`config.mk`:
```
export PLATFORM = sky130hd
export DESIGN_NAME = apb_fsm_controller
export DESIGN_NICKNAME = d
export VERILOG_FILES = /design/src/rtl/ahb2apb_pkg.sv /design/src/rtl/apb_fsm_controller.sv
export SDC_FILE = /design/constraint.sdc
export NUM_CORES = 1
export LEC_CHECK = 0
export CAP_MARGIN = 20
export CORE_MARGIN = 2
export CORE_UTILIZATION = 43
export CTS_BUF_LIST = sky130_fd_sc_hd__clkbuf_8
export CTS_CLUSTER_DIAMETER = 100
export DETAILED_ROUTE_END_ITERATION = 10
export PLACE_DENSITY_LB_ADDON = 0.08
export SLEW_MARGIN = 15
export SYNTH_ARGS = -nofsm -noshare
export SYNTH_HDL_FRONTEND = slang
export SYNTH_SLANG_ARGS = --single-unit
export TNS_END_PERCENT = 20
```
`constraint.sdc`:
```
create_clock -name Hclk -period 6.7 [get_ports Hclk]
set_input_delay 1.34 -clock Hclk [delete_from_list [all_inputs] [get_ports Hclk]]
set_output_delay 1.34 -clock Hclk [all_outputs]
set_load 0.1 [all_outputs]
```
`src/rtl/ahb2apb_pkg.sv`:
```
// Shared definitions for the AHB-to-APB bridge: APB sequencer states, the
// peripheral address window and the one-hot select decoder.
`timescale 1ns/1ps
package ahb2apb_pkg;

    typedef enum logic [2:0] {
        ST_IDLE     = 3'd0,
        ST_WWAIT    = 3'd1,
        ST_READ     = 3'd2,
        ST_WRITE    = 3'd3,
        ST_WRITEP   = 3'd4,
        ST_RENABLE  = 3'd5,
        ST_WENABLE  = 3'd6,
        ST_WENABLEP = 3'd7
    } apb_state_t;

    localparam logic [31:0] APB_BASE = 32'h8000_0000;
    localparam logic [31:0] SLV_SIZE = 32'h0400_0000;
    localparam int          NUM_SLV  = 3;

    // One-hot peripheral select; all zeros for any address outside the window.
    function automatic logic [2:0] sel_decode(input logic [31:0] addr);
        logic [31:0] off;
        logic [2:0]  sel;
        sel = 3'b000;
        off = addr - APB_BASE;
        if (addr >= APB_BASE) begin
            for (int i = 0; i < NUM_SLV; i++) begin
                if ((off >= SLV_SIZE * 32'(i)) && (off < SLV_SIZE * 32'(i + 1))) begin
                    sel[i] = 1'b1;
                end
            end
        end
        return sel;
    endfunction

endpackage

```
`src/rtl/apb_fsm_controller.sv`:
```
// APB-side sequencer of the AHB-to-APB bridge: turns accepted AHB transfers
// into APB SETUP/ENABLE pairs and stalls the AHB master while one is in flight.
`timescale 1ns/1ps
module apb_fsm_controller
    import ahb2apb_pkg::*;
(
    input  logic        Hclk,
    input  logic        Hreset,
    input  logic        valid,
    input  logic        Hwrite,
    input  logic        Hwritereg,
    input  logic [31:0] Haddr,
    input  logic [31:0] Haddr1,
    input  logic [31:0] Hwdata,
    input  logic [2:0]  tempselx,
    output logic [2:0]  Pselx,
    output logic        Penable,
    output logic        Pwrite,
    output logic [31:0] Paddr,
    output logic [31:0] Pwdata,
    output logic        Hreadyout
);

    apb_state_t  state;
    apb_state_t  next_state;

    logic [2:0]  pselx_d;
    logic        penable_d;
    logic        pwrite_d;
    logic [31:0] paddr_d;
    logic [31:0] pwdata_d;
    logic        hreadyout_d;

    always_ff @(posedge Hclk or posedge Hreset) begin
        if (Hreset) begin
            state     <= ST_IDLE;
            Pselx     <= 3'b000;
            Penable   <= 1'b0;
            Pwrite    <= 1'b0;
            Paddr     <= 32'h0;
            Pwdata    <= 32'h0;
            Hreadyout <= 1'b1;
        end else begin
            state     <= next_state;
            Pselx     <= pselx_d;
            Penable   <= penable_d;
            Pwrite    <= pwrite_d;
            Paddr     <= paddr_d;
            Pwdata    <= pwdata_d;
            Hreadyout <= hreadyout_d;
        end
    end

    always_comb begin
        next_state = state;
        case (state)
            ST_IDLE, ST_RENABLE, ST_WENABLE: begin
                if (valid && Hwrite) begin
                    next_state = ST_WWAIT;
                end else if (valid) begin
                    next_state = ST_READ;
                end else begin
                    next_state = ST_IDLE;
                end
            end
            // Write data arrives one cycle after the address; a new valid
            // address here means the next transfer is already queued.
            ST_WWAIT:    next_state = valid ? ST_WRITEP : ST_WRITE;
            ST_READ:     next_state = ST_RENABLE;
            ST_WRITE:    next_state = ST_WENABLE;
            ST_WRITEP:   next_state = ST_WENABLEP;
            ST_WENABLEP: begin
                if (Hwritereg && valid) begin
                    next_state = ST_WRITEP;
                end else if (Hwritereg) begin
                    next_state = ST_WRITE;
                end else begin
                    next_state = ST_READ;
                end
            end
            default:     next_state = ST_IDLE;
        endcase
    end

    // Outputs are computed for the state being entered and registered with it.
    always_comb begin
        pselx_d     = Pselx;
        penable_d   = Penable;
        pwrite_d    = Pwrite;
        paddr_d     = Paddr;
        pwdata_d    = Pwdata;
        hreadyout_d = Hreadyout;
        case (next_state)
            ST_IDLE, ST_WWAIT: begin
                pselx_d     = 3'b000;
                penable_d   = 1'b0;
                hreadyout_d = 1'b1;
            end
            ST_READ: begin
                pselx_d     = tempselx;
                paddr_d     = Haddr;
                pwrite_d    = 1'b0;
                penable_d   = 1'b0;
                hreadyout_d = 1'b0;
            end
            ST_WRITE, ST_WRITEP: begin
                pselx_d     = sel_decode(Haddr1);
                paddr_d     = Haddr1;
                pwdata_d    = Hwdata;
                pwrite_d    = 1'b1;
                penable_d   = 1'b0;
                hreadyout_d = 1'b0;
            end
            ST_RENABLE, ST_WENABLE: begin
                penable_d   = 1'b1;
                hreadyout_d = 1'b1;
            end
            // A pending read behind a write keeps the master stalled.
            ST_WENABLEP: begin
                penable_d   = 1'b1;
                hreadyout_d = Hwritereg;
            end
            default: begin
                pselx_d     = 3'b000;
                penable_d   = 1'b0;
                hreadyout_d = 1'b1;
            end
        endcase
    end

endmodule

```
==> run summary, run 1 <==
For the number of vias after detailed routing, the log shows 2847. After global routing the overflow that remains totals 0. Dividing the detail-routed via count by the number of cells gives 4.969. The tools report the number of antenna violations at the first check in global routing as 0. In this run the critical register-to-register path is launched from state[0]. STA classifies the critical path endpoint as an output pin.

The critical path is of the register to output pin type. The maximum single-stage delay on the critical path works out to 1.14 ns. The initial utilization of the core area, before any placement, comes to 44.33%. After synthesis, the netlist uses 37 different library cells. For this run, the top clock speed supported by timing is 298.6 MHz. Launch point of the critical path: Hreadyout. Headroom to the max-slew limit came out at 26.77%. At the later pin of the worst-skew pair, clock insertion delay measures 0.35 ns. The flow ran to the end, and the final reports show no timing, DRC or antenna violations.

Summed over its instances, the top area cell type makes up 56.34% of the synthesized netlist area. The startpoint identified for the worst hold timing path is Pwdata[26]. The first global-routing pass estimated 14300 µm of wire.

At the worst endpoint, the arrival time is 2.01 ns. Number of pins with negative max-slew slack in the final report: 0. Entering global routing, the biggest net connects 74 pins. The length in cells of the worst reg-to-reg path was 4; the sequential fraction of the synthesis area was 57.16%. The fraction of registers with async set or reset after synthesis came out at 100.0%. After layout, the worst path uses 49.98% of the clock period. The count of instances resized after the clock tree is built was 0; the core area was 7214 µm². The number of hold-slack violations in the final timing report was 0.

The congestion estimate from routability-driven global placement came to 0.8950. The clock period could shrink to 3.349 ns. For the final routed database, the setup TNS stands at 0 ns. Leaving out fill and tap cells, the most frequent cell in the layout is sky130_fd_sc_hd__clkdlybuf4s50_1.

STA puts the critical path data required time at 5.36 ns. CTS buffer count: 9. The HPWL after detailed placement is 6193 µm, and the summed instance area of the synthesized netlist is 3198 µm². Dominant synthesized flop cell: sky130_fd_sc_hd__dfrtp_1. Post-CTS timing repair inserted 0 buffers for setup. The first TritonRoute pass finished after 4 iterations. The run gives 174 as the I/O pin count. At the pin with the least slew margin, the transition time is 1.098 ns. From synthesis to final layout, the design area changed by 60.56%. The signal on the critical path passes through clkdlybuf4s50_1. The worst hold path was traced through 2 stages. The slowest cell on the critical path is sky130_fd_sc_hd__clkdlybuf4s50_1.

For the final antenna-violating net count, the log shows 0. 0 antenna diodes ended up in the layout. Wires add up to 8941 µm. The cell sitting at the root of the clock tree is a sky130_fd_sc_hd__clkbuf_8. Path length in cells of the critical path: 1. The number of hold buffers added after CTS was 0.

The tool flagged a number of max-cap violations equal to 0. The number of rows in the core area came out at 31. sky130_fd_sc_hd__dfrtp_1 takes more of the synthesized area than any other cell. On the critical path the largest part of the delay comes from buffers and inverters. The total global-route track usage was 22.27%.

The tools report the critical path startpoint category as a register. In the final routed layout, each cell accounts on average for 15.60 µm. For this run, the post-layout net count is 573. The number of buffer cells added on primary ports was 173; the number of global-route vias before repair was 2817. In the post-synthesis netlist, the biggest area contributors are sky130_fd_sc_hd__dfrtp_1, sky130_fd_sc_hd__nand2_1, sky130_fd_sc_hd__a221o_1. In the final layout, the share of cells above drive strength 1 is 5.063%. In the routed design, unresolved DRC markers number 0. Clock-pin slew of the registers on the worst-case setup and hold paths: 0.08 ns. In this run the worst hold path is classified as register to register. The x dimension of the die works out to 90.24 µm.

Setup repair after global routing left no endpoint under its margin. Across the routed clock network, the largest skew measured is 0.008083 ns. The number of fillers in the final layout was 546; the number of enable-type register cells in the synthesized netlist was 0. Die area: 8143 µm².

The H-tree was split into 3 levels. The peak fanout along the critical path came out at 1. Number of warning messages in the yosys log: 0.

Counting every sink on the clock net gives 73. The clock passes through at most 2 buffers. In this run the mean area of a mapped cell was 10.45 µm².

TritonCTS built the clock tree. The count of buffer and inverter cells on the critical path came out at 1. The net count after synthesis came out at 410. Measured along the y axis, the die boundary spans 90.24 µm. The top cell types in the final layout, fill and taps aside, are sky130_fd_sc_hd__clkdlybuf4s50_1, sky130_fd_sc_hd__nand2_1, sky130_fd_sc_hd__dfrtp_1.

Setup violations remaining at the end of the flow were counted as 0. Synthesis inferred 73 register bits. The run gives 184 as the first-iteration detailed-routing DRC count. The number of standard cells after synthesis was 306.
[cells by family after synthesis]
family | after synthesis | share of synthesized area, %
AND/OR/NAND/NOR | 144 | 20.46
flip-flops | 73 | 57.16
AO/OA/AOI/OAI | 53 | 13.85
buffers and inverters | 29 | 6.377
multiplexers | 5 | 1.565
XOR/XNOR | 1 | 0.2739
adder cells (fa/ha/maj) | 1 | 0.3130
[metrics by stage]
stage	worst slack (ns)	hold slack, ns	std cells	utilization [%]	cell area [µm²]
finish	3.351	0.4818	573	71.18	5135
global route	3.326	0.4956	573	71.18	5135
CTS	3.336	0.4828	573	71.18	5135
detailed placement	3.013	0.4620	557	67.81	4892
global placement	3.149	0.4560	557	67.81	4892
floorplan	3.508	0.6664	306	-	3198
[registers in the layout (all words and copies together) (netlist names)]
signal / flops
Hreadyout: 1
Pwdata: 32
Pselx: 3
Paddr: 32
Pwrite: 1
Penable: 1
state: 3
[synthesized netlist by cell type (2+ instances only)]
library cell	number
sky130_fd_sc_hd__nor4_1	2
sky130_fd_sc_hd__buf_12	2
sky130_fd_sc_hd__nand2_1	100
sky130_fd_sc_hd__mux2i_1	5
sky130_fd_sc_hd__nor2_1	3
sky130_fd_sc_hd__a21oi_1	3
sky130_fd_sc_hd__and2_1	23
sky130_fd_sc_hd__a221o_1	30
sky130_fd_sc_hd__nand2b_1	2
sky130_fd_sc_hd__nor3_1	2
sky130_fd_sc_hd__o21ai_0	11
sky130_fd_sc_hd__clkbuf_1	4
sky130_fd_sc_hd__buf_4	3
sky130_fd_sc_hd__or2_1	2
sky130_fd_sc_hd__buf_6	4
sky130_fd_sc_hd__inv_1	7
sky130_fd_sc_hd__buf_2	8
sky130_fd_sc_hd__and2_0	5
sky130_fd_sc_hd__dfrtp_1	72
[path summary, 6_finish.rpt]
check / end / slack [ns]
setup / recovery: Hreadyout / 3.35
hold / removal: Pwdata[26] / 0.48
setup reg to reg: Pselx[2] / 4.26
hold reg to reg: Pwdata[26] / 0.48
max in group asynchronous: Pwdata[12] / 4.50
min in group asynchronous: Pwdata[30] / 1.57
[layer usage]
layer | up-vias | routed length (µm) | GRT usage [%]
met1 | 1329 | 3732 | 28.60
met4 | 0 | 182 | 10.00
met3 | 18 | 585 | 4.946
met5 | - | 0 | 0
met2 | 126 | 4440 | 36.22
li1 | 1374 | - | -
[layout make-up]
class                           count  area [µm²]  area share (%)
Tap cell                           99       123.9           2.412
Clock inverter                      7       118.9           2.315
Timing Repair Buffer              174        1739           33.87
Multi-Input combinational cell    204        1174           22.86
Sequential cell                    73        1828           35.60
Clock buffer                        9       123.9           2.412
Inverter                            7       27.53          0.5361
Power of run 1 is left out: the tool's default activity adds up to more than one toggle a clock period on the data nets, which glitch-free logic cannot reach.
==> run 2: changes to the inputs <==
--- a/config.mk
+++ b/config.mk
@@ -7,7 +7,7 @@
 export LEC_CHECK = 0
 export CAP_MARGIN = 20
 export CORE_MARGIN = 2
-export CORE_UTILIZATION = 43
+export CORE_UTILIZATION = 40
 export CTS_BUF_LIST = sky130_fd_sc_hd__clkbuf_8
 export CTS_CLUSTER_DIAMETER = 100
 export DETAILED_ROUTE_END_ITERATION = 10
==> constraint.sdc (replaced) <==
create_clock -name Hclk -period 3.4 [get_ports Hclk]
set_input_delay 0.68 -clock Hclk [delete_from_list [all_inputs] [get_ports Hclk]]
set_output_delay 0.68 -clock Hclk [all_outputs]
set_load 0.1 [all_outputs]
==> run summary, run 2 (synthesized netlist as in run 1, its figures left out) <==
The core area was 7727 µm² (+7.1%). STA classifies the critical path startpoint as a register. The number of antenna violations at the first check in global routing was 0 (unchanged); the largest clock skew in the final design was 0.006212 ns (-0.001871 ns).

For the I/O pin count, the log shows 174 (unchanged). The count of max-cap constraint violations is 0 (unchanged). X dimension of the die: 93.42 µm (+3.5%). The met3 track utilization from global routing was 3.948% (-1.0 points). The run gives 14080 µm (-1.5%) as the first-pass GRT wire length. Grouping stages by cell kind, the critical path spends the most delay in buffers and inverters. The initial cell density of the core is 41.39% (-2.9 points).

The tools report the count of instances resized after the clock tree is built as 0 (unchanged). The critical path data required time was 2.72 ns (-2.64 ns). The tools report the number of vias after detailed routing as 2835 (-0.42%). Setup repair after global routing left no endpoint under its margin. The largest registers in the layout are Paddr: 32 flops, Pwdata: 32 flops. The tools report the number of buffers added to fix hold violations after cts as 0 (unchanged).

The worst-case setup margin in the final layout is 0.8748 ns (-2.477 ns), and the sequential cell area is 1828 µm² (unchanged). The DRC violation count after routing is 0 (unchanged). The launch point of the critical path was Paddr[0]. The global routing stage identified its most utilized layer as met2. The global routing usage on met2 came out at 33.21% (-3.0 points). The area growth from synthesis to final layout was 61.07%; the ratio of cells with drive above 1 in the final layout was 9.395% (+4.3 points). The final sum of negative setup slack was 0 ns (unchanged); the number of hold-slack violations in the final timing report was 0 (unchanged).

The total grt overflow was 0 (unchanged). The number of buffer cells added on primary ports is 173 (unchanged), and the maximum clock insertion buffer count is 2 (unchanged). TritonCTS built the clock tree. The first-iteration detailed-routing DRC count was 103 (-44%). The tools report the placer's final routability congestion estimate as 0.7794 (-13%). Timing would allow up to 396.0 MHz.

The area used by multi-input combinational logic came out at 1174 µm² (unchanged). The library cell used most frequently in the layout, excluding fill and tap cells, is sky130_fd_sc_hd__clkdlybuf4s50_1. The peak fanout along the critical path was 2 (+1); the number of pins with negative max-slew slack in the final report was 0 (unchanged). The final core utilization was 66.66% (-4.5 points); the final antenna-violating net count was 0 (unchanged). The cell at the root of the clock tree is sky130_fd_sc_hd__clkbuf_8.

The tools report the tightest slew margin relative to the limit as 32.89% (+6.1 points). The classification of the worst-slack hold path is register to register. The final net count is 578 (+0.87%). Subtracting the final worst setup slack from the clock period gives 2.525 ns. The tools report the kind of end point of the critical path as an output pin.

The floorplan die height works out to 93.42 µm (+3.5%). The logs give 32 (+3.2%) for the number of rows in the core area and 0.5101 ns (-2.503 ns) for the worst-case setup slack after placement. The library cells used most frequently in the layout, excluding fill and tap cells, are sky130_fd_sc_hd__clkdlybuf4s50_1, sky130_fd_sc_hd__nand2_1, sky130_fd_sc_hd__dfrtp_1. The wire length after detailed routing is 8752 µm (-2.1%), and the clock-pin slew of the registers on the worst-case setup and hold paths is 0.08 ns (about the same). The tools report the die area as 8726 µm² (+7.2%). The number of global-route vias before repair was 2876 (+2.1%); the mean number of vias per cell was 4.880 (-1.8%). The measured slew at the worst slew-check pin is 1.003 ns (-0.09499 ns), and the met1 track utilization from global routing is 27.50% (-1.1 points).

The number of fillers in the final layout was 636 (+16%). The setup path with the least slack is of type register to output pin. The worst register-to-register path begins at state[1]. The average wire per cell in the routed design is 15.06 µm (-3.5%), and the H-tree depth is 3 (unchanged). For the number of iterations in the first detailed-routing pass, the log shows 4 (unchanged). The maximum number of pins on one net before global-route repair was 61 (-18%).

The count of buffer and inverter cells on the critical path was 1 (unchanged); the HPWL after detailed placement was 6216 µm (+0.37%). Worst hold-check slack: 0.4789 ns (-0.002938 ns). The critical path goes through clkdlybuf4s50_1. For the CTS buffer count, the log shows 9 (unchanged). The number of sinks on the clock net came out at 73 (unchanged). Number of antenna diodes: 0 (unchanged). The number of buffers inserted to repair setup after CTS is 0 (unchanged), and the number of setup violations in the final report is 0 (unchanged). In this run the most critical hold path is launched from Pwdata[15]. The total global-route track usage was 20.66% (-1.6 points); the post-route fraction of the period consumed by the critical path was 74.27%.

The run gives 0.33 ns (-0.02 ns) as the clock insertion delay at the later pin of the skew report. The largest individual stage delay along the critical path comes from the cell sky130_fd_sc_hd__clkdlybuf4s50_1. The flow ran to the end, and the final reports show no timing, DRC or antenna violations. The maximum single-stage delay on the critical path is 1.15 ns (about the same). The critical path data arrival time came out at 1.85 ns (-0.16 ns).
==> run 2: through the flow <==
step	instances	cell area, µm²
after global routing	581	5151
after floorplan	306	3198
after global placement	564	4895
after CTS	580	5124
final	581	5151
after detailed placement	564	4895
==> run 2: cell type report <==
cell class              count  area share (%)
inverters                   7          0.5101
clock inverters             5           1.506
well taps                 102           2.478
repair buffers            179           34.30
flip-flops and latches     73           35.49
clock buffers              11           2.939
multi-input cells         204           22.78
==> run 2: layer usage <==
layer / routed length (µm) / vias to the layer above
met1: 3826 / 1342
met5: 0 / -
met2: 4156 / 103
met4: 172 / 0
li1: - / 1377
met3: 596 / 13
==> run 2: path summary, 6_finish.rpt <==
check / depth (start not counted) / slack, ns / endpoint
worst min-delay path: 2 / 0.48 / Pwdata[15]
worst max-delay path: 1 / 0.87 / Paddr[0]
max in group asynchronous: 3 / 1.97 / Pwdata[8]
worst min register to register: 2 / 0.48 / Pwdata[15]
worst max register to register: 5 / 1.07 / Paddr[24]
min in group asynchronous: 2 / 0.75 / Pwdata[24]
==> run 2: worst min-delay path, stage by stage, from the launching register on <==
cell,delay (ns)
sky130_fd_sc_hd__dfrtp_1,0.34
sky130_fd_sc_hd__nand2_1,0.05
sky130_fd_sc_hd__nand2_1,0.06
Power of run 2 is left out for the same reason.
==> run 3: changes to the inputs <==
==> constraint.sdc (replaced) <==
create_clock -name Hclk -period 2.45 [get_ports Hclk]
set_input_delay 0.49 -clock Hclk [delete_from_list [all_inputs] [get_ports Hclk]]
set_output_delay 0.49 -clock Hclk [all_outputs]
set_load 0.1 [all_outputs]
==> run summary, run 3 (synthesized netlist as in run 1, its figures left out) <==
The flow ran to the end, and the final reports show no timing, DRC or antenna violations. The number of cells in the finished layout apart from fillers came out at 590 (+1.5%). The CTS buffer count is 9 (unchanged). The worst setup path is of the primary input to register kind.

The worst register-to-register path begins at state[0]. The final antenna-violating net count is 0 (unchanged). The sequential cell area came out at 1828 µm² (unchanged). For this run, the top clock speed supported by timing is 520.7 MHz. From synthesis to final layout, the design area changed by 59.51%. The run gives 88 (-15%) as the first-iteration detailed-routing DRC count.

The x dimension of the die is 93.42 µm (unchanged), and the first-pass GRT wire length is 13910 µm (-1.2%). The tools report the number of vias after detailed routing as 2889 (+1.9%). The number of sinks on the clock net is 73 (unchanged), and the length in cells of the worst reg-to-reg path is 5 (unchanged). The run gives 32 (unchanged) as the number of rows in the core area. The placer's final routability congestion estimate is 0.7643 (-1.9%). The tools report the largest clock skew in the final design as 0.005298 ns (-0.0009149 ns). The HPWL after detailed placement is 6686 µm (+7.6%). The kind of end point of the critical path was a register. The number of iterations in the first detailed-routing pass came out at 4 (unchanged). The tightest slew margin relative to the limit was 65.90% (+33 points). The total grt overflow came out at 0 (unchanged). The clock period could shrink to 1.920 ns.

The tree is rooted in a sky130_fd_sc_hd__clkbuf_8. The measured slew at the worst slew-check pin is 0.5107 ns (-0.4928 ns), and the number of buffers added to fix hold violations after cts is 0 (unchanged). Finished layout cell area: 5101 µm² (-0.97%).

The final sum of negative setup slack was 0 ns (unchanged); the mean number of vias per cell was 4.897 (+0.35%). The number of setup violations in the final report is 0 (unchanged). The endpoint of the worst hold path is Pwdata[23].

In the final layout, the registers with the most flip-flops are Paddr: 32 flops, Pwdata: 32 flops. The logs give 0 (unchanged) for the number of pins with negative max-slew slack in the final report and 0 (unchanged) for the number of buffers inserted to repair setup after CTS. For the core area, the log shows 7727 µm² (unchanged). The die area is 8726 µm² (unchanged), and the average wire per cell in the routed design is 15.08 µm (+0.11%). The maximum clock insertion buffer count is 2 (unchanged), and the wire length after detailed routing is 8897 µm (+1.7%). Number of buffer cells added on primary ports: 173 (unchanged). The count of instances resized after the clock tree is built was 0 (unchanged). The area used by multi-input combinational logic came out at 1174 µm² (unchanged). Standard cell area after detailed placement: 4850 µm² (-0.92%). The number of global-route vias before repair was 2876 (unchanged). The clock-pin slew of the registers on the worst-case setup and hold paths is 0.08 ns (about the same), and the count of max-cap constraint violations is 0 (unchanged). For the number of fillers in the final layout, the log shows 636 (unchanged). STA classifies the critical path startpoint as a primary input. The classification of the worst-slack hold path is register to register.

The peak fanout along the critical path was 19 (+17). Setup repair after global routing left no endpoint under its margin. The clock insertion delay at the later pin of the skew report was 0.35 ns (+0.02 ns); the maximum number of pins on one net before global-route repair was 35 (-43%). The capture instance of the worst register-to-register path was Hreadyout. The critical path data required time was 2.72 ns (about the same).

The initial cell density of the core was 41.39% (unchanged); the H-tree depth was 3 (unchanged). The final net count is 587 (+1.6%). After layout, the worst path uses 78.38% of the clock period.

The ratio of cells with drive above 1 in the final layout was 22.13% (+13 points); the number of hold-slack violations in the final timing report was 0 (unchanged). The total global-route track usage was 20.62% (-0.041 points); the number of antenna diodes was 0 (unchanged). Leaving out fill and tap cells, the most frequent cell in the layout is sky130_fd_sc_hd__clkdlybuf4s50_1.

The logs give 174 (unchanged) for the I/O pin count and 2.19 ns (+0.34 ns) for the critical path data arrival time. The launch point of the worst hold path is Pwdata[23]. The run gives 574 (+1.8%) as the total instance count after detailed placement. TritonCTS built the clock tree.

The run gives 0.55 ns (-0.52 ns) as the slack of the worst reg-to-reg path. The top cell types in the final layout, fill and taps aside, are sky130_fd_sc_hd__clkdlybuf4s50_1, sky130_fd_sc_hd__nand2_1, sky130_fd_sc_hd__buf_4. The worst hold path cell count is 2 (unchanged), and the number of antenna violations at the first check in global routing is 0 (unchanged). The floorplan die height was 93.42 µm (unchanged). DRC violation count after routing: 0 (unchanged).
## run 3: changes by cell type in the layout (fill, tap and decap cells not counted), sizes merged
cell,before,now
inv,9,8
clkinv,1,0
clkinvlp,0,2
bufinv,2,3
clkdlybuf4s50,156,103
buf,23,85
clkbuf,11,10
## run 3: critical path: stages
cell	delay, ns
sky130_fd_sc_hd__clkdlybuf4s50_1	0.42
sky130_fd_sc_hd__and4_4	0.21
sky130_fd_sc_hd__or2_2	0.36
sky130_fd_sc_hd__buf_4	0.22
sky130_fd_sc_hd__a211o_1	0.32
sky130_fd_sc_hd__a31oi_1	0.17
## run 3: how the worst max path moves through the flow
stage | cells after the start | end | startpoint
2_1_floorplan | 1 | Paddr[0] | Hreset
3_3_place_gp | 6 | Hreadyout | Hwritereg
3_5_place_dp | 6 | Hreadyout | Hwritereg
4_1_cts | 6 | Hreadyout | Hwritereg
5_1_grt | 5 | Hreadyout | state[0]
6_report | 6 | Hreadyout | Hwritereg
## run 3: layout make-up
| type | count | share of cell area [%] |
|---|---|---|
| Clock buffer | 10 | 2.698 |
| Clock inverter | 6 | 2.232 |
| Inverter | 7 | 0.5151 |
| Multi-Input combinational cell | 204 | 23.01 |
| Sequential cell | 73 | 35.84 |
| Tap cell | 102 | 2.502 |
| Timing Repair Buffer | 188 | 33.21 |
## run 3: stage by stage
step           hold WS (ns)  util, %  setup WS [ns]
2_1_floorplan        0.5884        -         0.1084
3_3_place_gp         0.4592    62.76         0.1827
3_5_place_dp         0.4657    62.76         0.1415
4_1_cts              0.4849    66.01         0.5194
5_1_grt              0.5119    66.01         0.3782
6_report             0.4824    66.01         0.5296
## run 3: metal layers
layer,up-vias,track usage (%),wire (µm)
met5,-,0,0
met4,0,8.456,177
met3,15,4.512,665
met2,113,33.81,4410
met1,1363,26.49,3644
li1,1398,-,-
Power of run 3 is left out for the same reason.
==> patch 1 (flow settings as in run 2) <==
Re-encode `apb_state_t` (8 states) as one-hot, 8 bits wide.
--- a/src/rtl/ahb2apb_pkg.sv
+++ b/src/rtl/ahb2apb_pkg.sv
@@ -3,15 +3,15 @@
 `timescale 1ns/1ps
 package ahb2apb_pkg;
 
-    typedef enum logic [2:0] {
-        ST_IDLE     = 3'd0,
-        ST_WWAIT    = 3'd1,
-        ST_READ     = 3'd2,
-        ST_WRITE    = 3'd3,
-        ST_WRITEP   = 3'd4,
-        ST_RENABLE  = 3'd5,
-        ST_WENABLE  = 3'd6,
-        ST_WENABLEP = 3'd7
+    typedef enum logic [7:0] {
+        ST_IDLE     = 8'b00000001,
+        ST_WWAIT    = 8'b00000010,
+        ST_READ     = 8'b00000100,
+        ST_WRITE    = 8'b00001000,
+        ST_WRITEP   = 8'b00010000,
+        ST_RENABLE  = 8'b00100000,
+        ST_WENABLE  = 8'b01000000,
+        ST_WENABLEP = 8'b10000000
     } apb_state_t;
 
     localparam logic [31:0] APB_BASE = 32'h8000_0000;
Formal check against the unedited RTL: no difference found for any inputs over 10 cycles, from zero or initial values and one cycle with Hreset high; not proved beyond that.
==> patch 1 against run 2 <==
- final area up 2.2%
- register-to-register slack better by 0.30 ns
- worst setup slack got worse by 0.013 ns
- routed wire length up 4.4%
- hold slack worse by 0.00082 ns
- synthesized area grew 4.3%
- sequential cell count rose by 5
- non-clock buffer count down 1
- largest cell class unchanged
Power is left out: the tool's default activity adds up to more than one toggle a clock period on the data nets, which glitch-free logic cannot reach.
==> patch 1: results (changes against run 2) <==
- Status: complete, no violations
- Clock Skews: 0.0129 ns (+0.00672 ns)
- HPWL Detailed: 6.73 mm (+8.2%)
- First-pass GRT wire length: 13.8 mm (-2.0%)
- Antenna Nets Post-Route: 0 (unchanged)
- Synthesized net count: 426 (+3.9%)
- Overall Global Routing Usage: 0.200 (-0.00678)
- Placer Congestion: 0.757 (-2.8%)
- Total CTS buffers: 9 (unchanged)
- Post-synth top cells: 100 x nand2_1, 76 x dfrtp_1, 25 x a221o_1
- Biggest registers after layout: Paddr (32), Pwdata (32), state (8)
- Cell family with most CP delay: buffers and inverters
- Resize count post-CTS: 0 (unchanged)
- Hold Path Origin: Pwdata[20]
- Post-Place Cell Area: 5080 um2 (+3.8%)
- Buffers on Ports: 173 (unchanged)
- Main area contributors after synthesis: dfrtp_1 57%, nand2_1 11%, a221o_1 7.5%
- Vias in the first global route: 2812 (-2.2%)
- Antenna violations before repair: 0 (unchanged)
- Syn. warnings: 0 (unchanged)
- First-pass DRT Iterations: 4 (unchanged)
- Layout cells sized above 1: 0.117 (+0.0228)
- CP max FO: 2 (unchanged)
- Seq/Total Area, Yosys: 0.586 (+0.0143)
- Worst Setup SP: Paddr[17]
- CTS clock-pin slew for the worst setup and hold paths: 0.08 ns (about the same)
- DRT iter0 DRCs: 104 (+0.97%)
- Main synth FF type: dfrtp_1
- Pre-CTS WS: 0.831 ns (+0.321 ns)
- Clk buf depth: 2 (unchanged)
- Setup violators final: 0 (unchanged)
- Clock latency on the worst-skew pair: 0.34 ns
- Clk Tree Root Cell: clkbuf_8
- # fillers: 676 (+6.3%)
- Routed vias/inst: 4.94 (+1.2%)
- Yosys cell types: 35 (-5.4%)
- N_diodes: 0 (unchanged)
- Tightest Pin Transition: 1.00 ns (-0.00384 ns)
- Hold Path Class: flip-flop to flip-flop
- CP arrival: 1.86 ns
- Slowest CP cell: clkdlybuf4s50_1
- Async set or reset register ratio after synthesis: 1.00 (unchanged)
- FF-to-FF Start: state[0]
- Total wire length: 9.14 mm (+4.4%)
- Layout Nets: 596 (+3.1%)
- # H-tree levels: 3 (unchanged)
- Post-CTS setup buffers: 0 (unchanged)
- CP peak stage delay: 1.16 ns
- Largest net degree at the start of global routing: 43 (-30%)
patch 1: worst reg2reg max path: cells and delay by family (launching register included):
family / cells / cell delay (ns)
flip-flops: 1 / 0.57
AO/OA/AOI/OAI: 2 / 0.67
XOR/XNOR: 1 / 0.10
buffers and inverters: 1 / 0.21
AND/OR/NAND/NOR: 1 / 0.34
patch 1: cell families after synthesis:
kind of cell	Yosys count	synth area share
DFF	78	0.586
and+or+nand+nor	158	0.221
AOI/OAI and AO/OA	51	0.134
xor gates and xnor gates	4	0.0105
buffers and inverters	31	0.0480
patch 1: final timing paths:
| path | endpoint | slack, ns | depth (start not counted) |
|---|---|---|---|
| worst max-delay path | Paddr[17] | 0.86 | 1 |
| max in group asynchronous | Pwdata[17] | 2.03 | 3 |
| worst min-delay path | Pwdata[20] | 0.48 | 2 |
| worst min register to register | Pwdata[20] | 0.48 | 2 |
| min in group asynchronous | Paddr[27] | 0.74 | 2 |
| worst max register to register | Pselx[0] | 1.37 | 5 |
patch 1: through the flow:
| stage | std cells | utilization |
|---|---|---|
| after floorplan | 322 | - |
| after CTS | 602 | 0.647 |
| after global routing | 602 | 0.647 |
| after detailed placement | 586 | 0.625 |
| after global placement | 586 | 0.625 |
| final | 602 | 0.647 |
patch 1: area by class of cell:
cell class	count	area, um2	share of cell area
clock buffers	9	124	0.0235
multi-input cells	213	1220	0.232
repair buffers	178	1730	0.328
flip-flops and latches	78	1950	0.371
clock inverters	7	60.1	0.0114
inverters	12	46.3	0.00879
well taps	105	131	0.0250
patch 1: metal layers:
layer / GRT usage / vias up / share of wire
li1: - / 1435 / -
met1: 0.250 / 1397 / 0.41
met2: 0.322 / 126 / 0.49
met3: 0.0538 / 15 / 0.079
met4: 0.0942 / 0 / 0.020
met5: 0 / - / 0
==> patch 2 (config.mk and constraints of run 2) <==
Without the edit above. Change the package constant `NUM_SLV` from 3 to 2.
--- a/src/rtl/ahb2apb_pkg.sv
+++ b/src/rtl/ahb2apb_pkg.sv
@@ -16,7 +16,7 @@
 
     localparam logic [31:0] APB_BASE = 32'h8000_0000;
     localparam logic [31:0] SLV_SIZE = 32'h0400_0000;
-    localparam int          NUM_SLV  = 3;
+    localparam int          NUM_SLV  = 2;
 
     // One-hot peripheral select; all zeros for any address outside the window.
     function automatic logic [2:0] sel_decode(input logic [31:0] addr);
Formal check against the unedited RTL: not equivalent (a bounded check fails within 4 cycles, from zero or initial values and one cycle with Hreset high).
==> patch 2 against run 2 <==
- die area grew 12%
- routed wire length is 6.8% lower
- hold slack improved by 0.018 ns
- worst setup slack lost 0.010 ns
- final area rose by 7.1%
- synthesized cell count fell by 26%
- utilization decreased by 3.4 points
- sequential cell count is the same
- maximum frequency decreased by 0.41%
- clock skew rose by 0.0069 ns
- synthesized area grew 13%
- register-to-register slack better by 0.23 ns
- highest routed layer unchanged
Power is left out: the tool's default activity adds up to more than one toggle a clock period on the data nets, which glitch-free logic cannot reach.
==> patch 2: results (changes against run 2) <==
- Status: complete, no violations
- Met1 Track Usage GR: 0.221 (-0.0535)
- Layout Nets: 505 (-13%)
- Slew margin rel.: 0.344 (+0.0150)
- First-pass GRT wire length: 12.7 mm (-9.6%)
- Largest net degree at the start of global routing: 74 (+21%)
- Setup violators final: 0 (unchanged)
- Placer Congestion: 0.862 (+11%)
- Vias in the first global route: 2541 (-12%)
- Main area contributors after synthesis: dfrtp_1 50%, mux2_4 26%, mux2_2 6.6%
- Top sig layer: met4
- Async set or reset register ratio after synthesis: 1.00 (unchanged)
- Synthesized net count: 331 (-19%)
- Clock Skews: 0.0131 ns (+0.00687 ns)
- Resize count post-CTS: 0 (unchanged)
- Multi-input logic area: 1630 um2 (+39%)
- Post-CTS setup buffers: 0 (unchanged)
- Main synth FF type: dfrtp_1
- Biggest registers after layout: Paddr (32), Pwdata (32)
- Yosys cell types: 39 (+5.4%)
- DRT iter0 DRCs: 55 (-47%)
- Total wire length: 8.16 mm (-6.8%)
- Buffers on Ports: 173 (unchanged)
- Met2 WL: 3.82 mm (-8.2%)
- # H-tree levels: 3 (unchanged)
- Routed vias/inst: 4.87 (-0.25%)
- Overall Global Routing Usage: 0.166 (-0.0408)
- Metal3 WL: 626 um (+5.0%)
- Seq/Total Area, Yosys: 0.508 (-0.0636)
- N_diodes: 0 (unchanged)
- HPWL Detailed: 5.95 mm (-4.4%)
- Reg2reg setup slack: 1.30 ns (+0.23 ns)
- CP peak stage delay: 1.15 ns (about the same)
- Layout cells sized above 1: 0.343 (+0.249)
- Clk buf depth: 2 (unchanged)
- First-pass DRT Iterations: 4 (unchanged)
- Slowest CP cell: clkdlybuf4s50_1
- Cell family with most CP delay: buffers and inverters
- Antenna violations before repair: 0 (unchanged)
- Hold Path Class: flip-flop to flip-flop
- M1 WL: 3.52 mm (-7.9%)
- Met2 Usage GRT: 0.254 (-0.0785)
- Clock latency on the worst-skew pair: 0.34 ns
- Post-synth top cells: 72 x dfrtp_1, 62 x mux2_4, 21 x mux2_2
- GRT met3 Usage: 0.0461 (+0.00662)
- # fillers: 714 (+12%)
==> patch 2: changes by cell type in the layout (fill, tap and decap cells not counted), moves of 7 or more <==
| cell | delta |
|---|---|
| nand2_1 | -93 |
| clkdlybuf4s50_1 | -11 |
| mux2_1 | +13 |
| o21ai_0 | -9 |
| mux2_2 | +21 |
| a221o_1 | -29 |
| mux2_4 | +62 |
| buf_4 | +7 |
| and2_1 | -22 |
==> patch 2: path summary, 6_finish.rpt <==
path | start | to | cells after the start
worst min-delay path | Pwdata[2] | Pwdata[2] | 1
min in group asynchronous | Hreset | Paddr[1] | 3
max in group asynchronous | Hreset | Pwdata[31] | 3
worst max-delay path | Paddr[3] | Paddr[3] | 1
worst min register to register | Pwdata[2] | Pwdata[2] | 1
worst max register to register | state[1] | Paddr[21] | 5
==> patch 2: logic make-up after synthesis <==
kind of cell           count (synthesis)  share of synthesized area
multiplexers                          96                      0.365
buffers and inverters                 17                     0.0389
AO/OA/AOI/OAI                         21                     0.0487
flip-flops                            73                      0.508
AND/OR/NAND/NOR                       19                     0.0369
XOR/XNOR                               1                    0.00243
==> patch 2: cell type report <==
type                            count  share of cell area
Clock buffer                        9              0.0225
Clock inverter                      6              0.0111
Inverter                            4             0.00272
Multi-Input combinational cell    137               0.296
Sequential cell                    73               0.331
Tap cell                          108              0.0245
Timing Repair Buffer              176               0.312
==> patch 2: stage by stage <==
step	hold WS [ns]	instances	instance area, um2	setup slack [ns]
finish	0.497	513	5520	0.864
global route	0.512	513	5520	0.803
CTS	0.503	513	5520	0.848
detailed placement	0.484	498	5330	0.695
global placement	0.475	498	5330	0.714
floorplan	0.643	227	3600	0.868
